**src/rtl/fetch_pkg.sv**
```systemverilog
// Shared definitions for the instruction fetch stage.
//   state_e : fetch controller states (encoding fixed: FETCH=0, WAIT=1, DRAIN=2)
//   PcInc   : byte distance between consecutive sequential fetches
package fetch_pkg;

  typedef enum logic [1:0] {
    StFetch = 2'd0,
    StWait  = 2'd1,
    StDrain = 2'd2
  } state_e;

  localparam int unsigned PcInc = 4;

endpackage

```
**src/rtl/fetch_skid_buf.sv**
```systemverilog
// One-entry {PC, instr} holding register used while decode is stalled.
//   clk_i, reset_i      : clock, asynchronous active-high reset
//   load_i              : capture pc_i/instr_i and mark the entry valid
//   unload_i, clear_i   : drop the entry (unload = consumed, clear = flushed)
//   pc_i, instr_i       : data to capture
//   valid_o, pc_o, instr_o : held entry
module fetch_skid_buf #(
  parameter int unsigned ADDR_W  = 32,
  parameter int unsigned INSTR_W = 32
) (
  input  logic               clk_i,
  input  logic               reset_i,
  input  logic               load_i,
  input  logic               unload_i,
  input  logic               clear_i,
  input  logic [ADDR_W-1:0]  pc_i,
  input  logic [INSTR_W-1:0] instr_i,
  output logic               valid_o,
  output logic [ADDR_W-1:0]  pc_o,
  output logic [INSTR_W-1:0] instr_o
);

  logic               valid_q;
  logic [ADDR_W-1:0]  pc_q;
  logic [INSTR_W-1:0] instr_q;

  always_ff @(posedge clk_i or posedge reset_i) begin
    if (reset_i) begin
      valid_q <= 1'b0;
      pc_q    <= '0;
      instr_q <= '0;
    end else begin
      if (clear_i || unload_i) begin
        valid_q <= 1'b0;
      end else if (load_i) begin
        valid_q <= 1'b1;
        pc_q    <= pc_i;
        instr_q <= instr_i;
      end
    end
  end

  assign valid_o = valid_q;
  assign pc_o    = pc_q;
  assign instr_o = instr_q;

endmodule

```
**src/rtl/fetch.sv**
```systemverilog
// Instruction fetch stage: holds the PC, issues single-outstanding requests to
// instruction memory and presents fetched instructions to decode.
//   clk, reset                     : clock, asynchronous active-high reset
//   imem_req_valid/ready/addr      : request channel (valid/ready)
//   imem_resp_valid/data           : response channel (valid only)
//   PC_out, instr_out, pipeline_out_valid : presented instruction
//   stall                          : decode cannot accept, outputs hold
//   flush, flush_target            : discard in-flight work, redirect the PC
module fetch
  import fetch_pkg::*;
#(
  parameter int unsigned       ADDR_W   = 32,
  parameter int unsigned       INSTR_W  = 32,
  parameter logic [ADDR_W-1:0] RESET_PC = '0
) (
  input  logic               clk,
  input  logic               reset,
  output logic               imem_req_valid,
  input  logic               imem_req_ready,
  output logic [ADDR_W-1:0]  imem_req_addr,
  input  logic               imem_resp_valid,
  input  logic [INSTR_W-1:0] imem_resp_data,
  output logic [ADDR_W-1:0]  PC_out,
  output logic [INSTR_W-1:0] instr_out,
  output logic               pipeline_out_valid,
  input  logic               stall,
  input  logic               flush,
  input  logic [ADDR_W-1:0]  flush_target
);

  localparam int unsigned ADDR_SIZE  = ADDR_W - 1;
  localparam int unsigned INSTR_SIZE = INSTR_W - 1;

  state_e               state_q, state_d;
  logic [ADDR_SIZE:0]   pc_q, pc_d;
  logic                 out_valid_q, out_valid_d;
  logic [ADDR_SIZE:0]   pc_out_q, pc_out_d;
  logic [INSTR_SIZE:0]  instr_out_q, instr_out_d;

  logic                 handshake;
  logic                 resp_capture;
  logic                 skid_valid, skid_load, skid_unload;
  logic [ADDR_SIZE:0]   skid_pc;
  logic [INSTR_SIZE:0]  skid_instr;

  // Targets are forced to word alignment, so the low bits are never used.
  logic unused_flush_lsbs;
  assign unused_flush_lsbs = ^flush_target[1:0];

  // No new request while the skid is full: that bounds arrivals during a stall to one.
  assign imem_req_valid = !reset && (state_q == StFetch) && !skid_valid;
  assign imem_req_addr  = pc_q;
  assign handshake      = imem_req_valid && imem_req_ready;
  // A response arriving together with a flush belongs to the old stream and is dropped.
  assign resp_capture   = (state_q == StWait) && imem_resp_valid && !flush;

  always_comb begin
    state_d = state_q;
    pc_d    = pc_q;
    unique case (state_q)
      StFetch: if (handshake) state_d = flush ? StDrain : StWait;
      StWait: begin
        if (flush)                state_d = imem_resp_valid ? StFetch : StDrain;
        else if (imem_resp_valid) state_d = StFetch;
      end
      // A flush here only moves the PC; the stale response is still awaited.
      StDrain: if (imem_resp_valid) state_d = StFetch;
      default: state_d = StFetch;
    endcase
    if (flush) begin
      pc_d = {flush_target[ADDR_SIZE:2], 2'b00};
    end else if (resp_capture) begin
      pc_d = pc_q + ADDR_W'(PcInc);
    end
  end

  always_comb begin
    out_valid_d = out_valid_q;
    pc_out_d    = pc_out_q;
    instr_out_d = instr_out_q;
    skid_load   = 1'b0;
    skid_unload = 1'b0;
    if (flush) begin
      out_valid_d = 1'b0;
    end else if (stall && out_valid_q) begin
      skid_load = resp_capture;
    end else if (skid_valid) begin
      out_valid_d = 1'b1;
      pc_out_d    = skid_pc;
      instr_out_d = skid_instr;
      skid_unload = 1'b1;
    end else if (resp_capture) begin
      out_valid_d = 1'b1;
      pc_out_d    = pc_q;
      instr_out_d = imem_resp_data;
    end else begin
      out_valid_d = 1'b0;
    end
  end

  always_ff @(posedge clk or posedge reset) begin
    if (reset) begin
      state_q     <= StFetch;
      pc_q        <= RESET_PC;
      out_valid_q <= 1'b0;
      pc_out_q    <= '0;
      instr_out_q <= '0;
    end else begin
      state_q     <= state_d;
      pc_q        <= pc_d;
      out_valid_q <= out_valid_d;
      pc_out_q    <= pc_out_d;
      instr_out_q <= instr_out_d;
    end
  end

  fetch_skid_buf #(
    .ADDR_W  (ADDR_W),
    .INSTR_W (INSTR_W)
  ) u_skid (
    .clk_i    (clk),
    .reset_i  (reset),
    .load_i   (skid_load),
    .unload_i (skid_unload),
    .clear_i  (flush),
    .pc_i     (pc_q),
    .instr_i  (imem_resp_data),
    .valid_o  (skid_valid),
    .pc_o     (skid_pc),
    .instr_o  (skid_instr)
  );

  assign PC_out             = pc_out_q;
  assign instr_out          = instr_out_q;
  assign pipeline_out_valid = out_valid_q;

endmodule

```
**config.mk**
```make
export PLATFORM = sky130hd
export DESIGN_NAME = fetch
export DESIGN_NICKNAME = d
export VERILOG_FILES = /design/src/rtl/fetch_pkg.sv /design/src/rtl/fetch_skid_buf.sv /design/src/rtl/fetch.sv
export SDC_FILE = /design/constraint.sdc
export NUM_CORES = 1
export LEC_CHECK = 0
export BUFFER_PORTS_ARGS = -buffer_cell sky130_fd_sc_hd__buf_4
export CAP_MARGIN = 0
export CORE_AREA = 4 4 126 128
export CTS_BUF_LIST = sky130_fd_sc_hd__clkbuf_16
export DETAILED_ROUTE_END_ITERATION = 16
export DIE_AREA = 0 0 130 132
export PLACE_DENSITY_LB_ADDON = 0.08
export SLEW_MARGIN = 15
export SYNTH_ARGS = -nofsm -noshare
export SYNTH_HDL_FRONTEND = slang
export SYNTH_SLANG_ARGS = --single-unit
```
**constraint.sdc**
```tcl
create_clock -name clk -period 4.4 [get_ports clk]
set_input_delay 0.22 -clock clk [delete_from_list [all_inputs] [get_ports clk]]
set_output_delay 0.22 -clock clk [all_outputs]
set_load 0.02 [all_outputs]
```
==> results.py, run 1 <==
metrics = {
    "critical_path": {
        "cpPeakStageDelay_ps": 770,
        "worst_setup_path_end_kind": "flop",
        "path_class": "flop to flop",
        "critPathLaunchType": "flop",
        "crit_arrival_ps": 2930,
        "crit_fanout": 26,
        "crit_slowest_cell": "or4_1",
        "crit_chain": "and4_1 > nand4_1 > or4_1 > a31oi_1",
        "rrSetupSlack_ps": 1800,
        "reg2regPathDepth": 4,
        "crit_required_ps": 4730,
    },
    "cells_and_area": {
        "diodes": 0,
        "syn2layout_area_growth_pct": 27.3,
        "fin_cells": 977,
        "drive_gt1_frac": 0.337,
        "nets": 848,
    },
    "power_and_ir_drop": {
        "fin_total_pwr_mw": 4.22,
        "power.switching_mw": 1.26,
        "intPower_mw": 2.96,
        "p_leak_nw": 4.17,
        "power_density_nw_per_um2": 466,
        "power_frac_clock": 0.343,
        "comb_power_share": 0.223,
        "ir_drop_mv": 0.246,
        "switching_share": 0.299,
        "p_seq_frac": 0.434,
    },
    "min_path": {
        "worstHoldPathType": "primary input to flop",
        "whs_path_depth": 3,
    },
    "die": {
        "num_rows": 45,
        "design.core.area_um2": 14900,
        "start_util": 0.478,
        "dieArea_um2": 17200,
        "die_w_um": 130,
        "num_io_pins": 168,
        "die_y_um": 132,
    },
    "clock_tree": {
        "clk_pin_slew_ps": 60,
        "cts_sinks": 158,
        "htreeDepth": 4,
        "cts_tree": "yes",
        "insertion_delay_ps": 420,
        "root_buffer": "clkbuf_16",
        "cts_buffers": 17,
        "cts.path.max_buffers": 2,
    },
    "timing": {
        "relSlewSlack": 0.392,
        "hold_violations": 0,
        "fmax_mhz": 384,
        "worst_pin_slew_ps": 909,
        "slew_viol_final": 0,
        "period_share": 0.591,
        "final.setup.worst_slack_ps": 1800,
        "whs_ps": 11.2,
        "fin_skew_ps": 6.60,
        "fin_setup_tns_ps": 0,
        "rsz0062_at_grt": "no",
        "setup_violations": 0,
        "period_needed_ps": 2600,
    },
    "place": {
        "place_ws_ps": 1840,
        "dp_hpwl_um": 11000,
        "gp_congestion": 0.812,
        "dp_cells": 943,
        "io_buffers": 161,
    },
    "global_route": {
        "grt_max_degree": 93,
        "antenna_found_initial": 0,
        "gr-total-overflow": 0,
        "grt_pass1_vias": 5460,
        "grt.total_usage": 0.201,
        "grt_pass1_wl_um": 27500,
    },
    "route": {
        "drc_errors": 0,
        "via_per_inst": 5.36,
        "first_pass_iters": 4,
        "vias": 5239,
        "wl_per_cell_um": 17.0,
        "drt-initial-drc-count": 361,
        "drtAntennaViolNets": 0,
        "routed_wl_um": 16600,
    },
    "synthesis": {
        "avgSynthCellArea_um2": 11.3,
        "synth-async-reset-ratio": 1.00,
        "synth_top_flop_cell": "dfrtp_1",
        "yosys_warnings": 0,
        "synth-edff-count": 0,
        "netlist_area_um2": 7110,
        "synth_cell_types": 36,
        "netlist_instances": 630,
        "synth_seq_area_share": 0.556,
        "synth-seq-cells": 158,
    },
    "run_status": {
        "status": "complete, no violations",
    },
    "run": {
        "maxCapViolations": 0,
    },
}
[synth_stat cells (2+ instances only)]
cell | instances | area [um^2]
nand2b_1 | 2 | 12.5
nand3_1 | 10 | 50.1
a31oi_1 | 13 | 81.3
or4_1 | 18 | 135
xnor2_1 | 7 | 61.3
clkbuf_1 | 36 | 135
and4_1 | 6 | 52.6
mux2_2 | 64 | 721
nor2_1 | 17 | 63.8
inv_1 | 4 | 15.0
buf_2 | 7 | 35.0
o211ai_1 | 6 | 45.0
and3_1 | 3 | 18.8
nor4_1 | 5 | 31.3
buf_4 | 4 | 30.0
dfrtp_1 | 158 | 3950
o31a_1 | 3 | 26.3
nand4_1 | 10 | 62.6
mux2i_1 | 63 | 631
xor2_1 | 3 | 26.3
o31ai_1 | 13 | 97.6
nand2_1 | 90 | 338
nor3_1 | 4 | 20.0
o21ai_0 | 72 | 360
[state kept, by name (all words and copies together), names as in the netlist]
signal,cells
u_skid.pc_o,30
imem_req_addr,30
state_q,2
u_skid.valid_o,1
pipeline_out_valid,1
instr_out,32
u_skid.instr_o,32
PC_out,30
[path summary, 6_finish.rpt]
check / endpoint / startpoint
hold / removal: imem_req_addr[5] / flush_target[5]
setup reg to reg: imem_req_addr[28] / imem_req_addr[10]
max in group asynchronous: u_skid.pc_o[23] / reset
min in group asynchronous: imem_req_addr[14] / reset
setup / recovery: imem_req_addr[28] / imem_req_addr[10]
hold reg to reg: PC_out[27] / PC_out[27]
[cell families after synthesis]
kind of cell / Yosys count / share of synthesized area
AO/OA/AOI/OAI: 109 / 0.0878
XOR/XNOR: 10 / 0.0123
adder cells (fa/ha/maj): 1 / 0.00176
buffers and inverters: 53 / 0.0324
flip-flops: 158 / 0.556
multiplexers: 127 / 0.190
other: 1 / 0.000527
AND/OR/NAND/NOR: 171 / 0.119
[what timing repair did]
action,4_1_cts,5_1_grt
resized for setup,0,0
setup endpoints to repair,0,0
endpoints found under the hold margin,1,22
hold buffers,1,1
buffers inserted,0,0
[critical path: cells and delay by family (launching register included)]
kind	cells	cell delay (ps)
AND/OR/NAND/NOR	3	1800
AO/OA/AOI/OAI	1	190
flip-flops	1	520
[routing by layer]
metal  part of all wire  up-vias  wire length, um  global-route usage
li1                   -     2546                -                   -
met1               0.44     2520             7350               0.271
met2               0.48      157             7910               0.319
met3              0.068       16             1130              0.0547
met4              0.014        0              231              0.0612
met5                  0        -                0                   0
[per-stage QoR]
step | instance area (um^2) | util
after floorplan | 7130 | -
after global placement | 8430 | 0.567
after detailed placement | 8430 | 0.567
after CTS | 9020 | 0.607
after global routing | 9050 | 0.609
final | 9050 | 0.609
[layout by cell type (no fill, tap or decap), types with 2 or more instances in the layout]
cell type and instances:
a31oi_1 13, and3_1 3, and4_1 6, buf_4 170
bufinv_16 3, clkbuf_16 17, clkinv_1 5, clkinvlp_4 5
conb_1 4, dfrtp_1 157, dlygate4sd3_1 2, inv_1 4
mux2_2 64, mux2i_1 63, nand2_1 90, nand2b_1 2
nand3_1 10, nand4_1 10, nor2_1 17, nor3_1 3
nor4_1 5, o211ai_1 6, o21ai_0 72, o31a_1 3
o31ai_1 13, or4_1 18, xnor2_1 7, xor2_1 3
[power groups by stage]
stage	registers, mW	clock network [mW]	logic, mW
floorplan	2.08	0	0.242
global placement	1.85	0	0.937
detailed placement	1.86	0	0.954
CTS	1.83	1.48	0.957
global route	1.86	1.55	1.03
finish	1.83	1.44	0.942
[layout make-up]
cell class	count	area (um^2)
clock buffer	17	425
clock inverter	14	153
fill	1261	5810
inverter	5	22.5
multi-input combinational	422	2940
sequential	158	3960
tap	188	235
timing repair buffer	173	1320
(Power assumes the default switching activity.)
==> run 2: changes to the inputs <==
CORE_AREA = 4 4 120 122   (was 4 4 126 128)
DIE_AREA = 0 0 124 126   (was 0 0 130 132)
clock period = 2.49 ns   (was 4.4 ns; I/O delays follow)
==> run 2 against run 1 <==
Net effect: non-clock buffer count grew 62; critical path type unchanged; largest cell class unchanged; final area grew 7.0%; clock power grew 70%; clock skew shrank 1.7 ps.
==> results.py, run 2 (synthesis gave the netlist of run 1 again) <==
metrics = {
    "run_status": {
        "status": "complete, no violations",
    },
    "die": {
        "num_io_pins": 168,
        "die_w_um": 124,
        "num_rows": 42,
        "die_y_um": 126,
        "design.core.area_um2": 13200,
        "dieArea_um2": 15600,
        "start_util": 0.539,
    },
    "global_route": {
        "grt_pass1_vias": 5708,
        "gr-total-overflow": 0,
        "grt.total_usage": 0.230,
        "grt_max_degree": 68,
        "grt_pass1_wl_um": 28800,
        "antenna_found_initial": 0,
    },
    "critical_path": {
        "cpPeakStageDelay_ps": 630,
        "reg2regPathDepth": 5,
        "crit_required_ps": 2820,
        "worst_setup_path_end_kind": "flop",
        "path_class": "flop to flop",
        "critPathLaunchType": "flop",
        "crit_slowest_cell": "or3_1",
        "crit_fanout": 17,
        "crit_arrival_ps": 2660,
        "crit_chain": "ha_1 > nand4_1 > or3_1 > or4_1 > a31oi_1",
    },
    "min_path": {
        "worstHoldPathType": "primary input to flop",
        "whs_path_depth": 3,
    },
    "place": {
        "dp_hpwl_um": 11100,
        "gp_congestion": 0.828,
        "place_area_um2": 8500,
        "io_buffers": 161,
    },
    "timing": {
        "rsz0062_at_grt": "no",
        "fmax_mhz": 428,
        "relSlewSlack": 0.590,
        "fin_skew_ps": 4.87,
        "fin_setup_tns_ps": 0,
        "period_needed_ps": 2330,
        "setup_violations": 0,
        "slew_viol_final": 0,
        "hold_violations": 0,
        "worst_pin_slew_ps": 614,
        "period_share": 0.938,
    },
    "route": {
        "via_per_inst": 5.46,
        "first_pass_iters": 4,
        "routed_wl_um": 17200,
        "drc_errors": 0,
        "vias": 5607,
        "drtAntennaViolNets": 0,
        "wl_per_cell_um": 16.8,
        "drt-initial-drc-count": 434,
    },
    "cells_and_area": {
        "nets": 910,
        "final_common_cell": "buf_4",
        "layout_common_cells": "buf_4, dfrtp_1, nand2_1, o21ai_0, mux2_2",
        "final_area_um2": 9680,
        "drive_gt1_frac": 0.315,
        "syn2layout_area_growth_pct": 36.2,
        "final_util": 0.734,
        "diodes": 0,
    },
    "run": {
        "maxCapViolations": 0,
    },
    "clock_tree": {
        "cts_sinks": 158,
        "cts_tree": "yes",
        "insertion_delay_ps": 410,
        "cts_setup_buffers": 0,
        "cts.path.max_buffers": 2,
        "htreeDepth": 4,
        "cts_buffers": 17,
        "clk_pin_slew_ps": 60,
        "root_buffer": "clkbuf_16",
    },
    "power_and_ir_drop": {
        "power_density_nw_per_um2": 771,
        "fin_total_pwr_mw": 7.46,
        "ir_drop_mv": 0.501,
        "p_leak_nw": 4.45,
    },
}
[run 2: cell types whose count changed in the layout (fill, tap and decap cells not counted), sizes merged]
cell,change
dlygate4sd3,+61
inv,+2
bufinv,-1
buf,+1
clkinv,-1
[run 2: worst max-delay path: cells and delay by family (launching register included)]
kind	cells	cell delay, ps
adders and majority gates	1	230
and+or+nand+nor	3	1390
DFF	1	450
AOI/OAI and AO/OA	1	190
[run 2: final timing paths]
| path | start | end | slack, ps |
|---|---|---|---|
| setup / recovery | imem_req_addr[2] | imem_req_addr[18] | 160 |
| hold / removal | flush_target[27] | imem_req_addr[27] | 40 |
| setup reg to reg | imem_req_addr[2] | imem_req_addr[18] | 160 |
| hold reg to reg | instr_out[3] | instr_out[3] | 480 |
| max in group asynchronous | reset | PC_out[30] | 1390 |
| min in group asynchronous | reset | PC_out[8] | 360 |
[run 2: routing by layer]
metal,up-vias,GRT usage,routed length [um],share of wire
met5,-,0,0,0
met4,0,0.0857,389,0.023
met3,31,0.0498,971,0.056
met2,177,0.362,8280,0.48
met1,2723,0.314,7580,0.44
li1,2676,-,-,-
[run 2: what timing repair did]
| action | in CTS | in global routing |
|---|---|---|
| gates resized for setup | 0 | 0 |
| endpoints found under the setup margin | 0 | 0 |
| hold buffers | 63 | 0 |
| hold endpoints to repair | 90 | 0 |
[run 2: final cells by class]
class / count / area [um^2]
clock inverters: 14 / 129
well taps: 176 / 220
repair buffers: 235 / 1980
flip-flops and latches: 158 / 3960
clock buffers: 17 / 425
fillers: 919 / 3510
inverters: 5 / 22.5
multi-input cells: 422 / 2940
[run 2: power breakdown]
group	internal [mW]	switching (mW)	leakage (nW)
clock network	1.45	0.998	0.268
logic	0.792	0.972	2.12
registers	2.95	0.297	2.06
[run 2: per-stage QoR]
stage               hold WS [ps]  setup WS (ps)  cells
floorplan                    237            293    633
global placement             250            257    933
detailed placement           260            167    933
CTS                         25.7            160   1027
global route                39.9           3.84   1027
finish                      36.5            155   1027
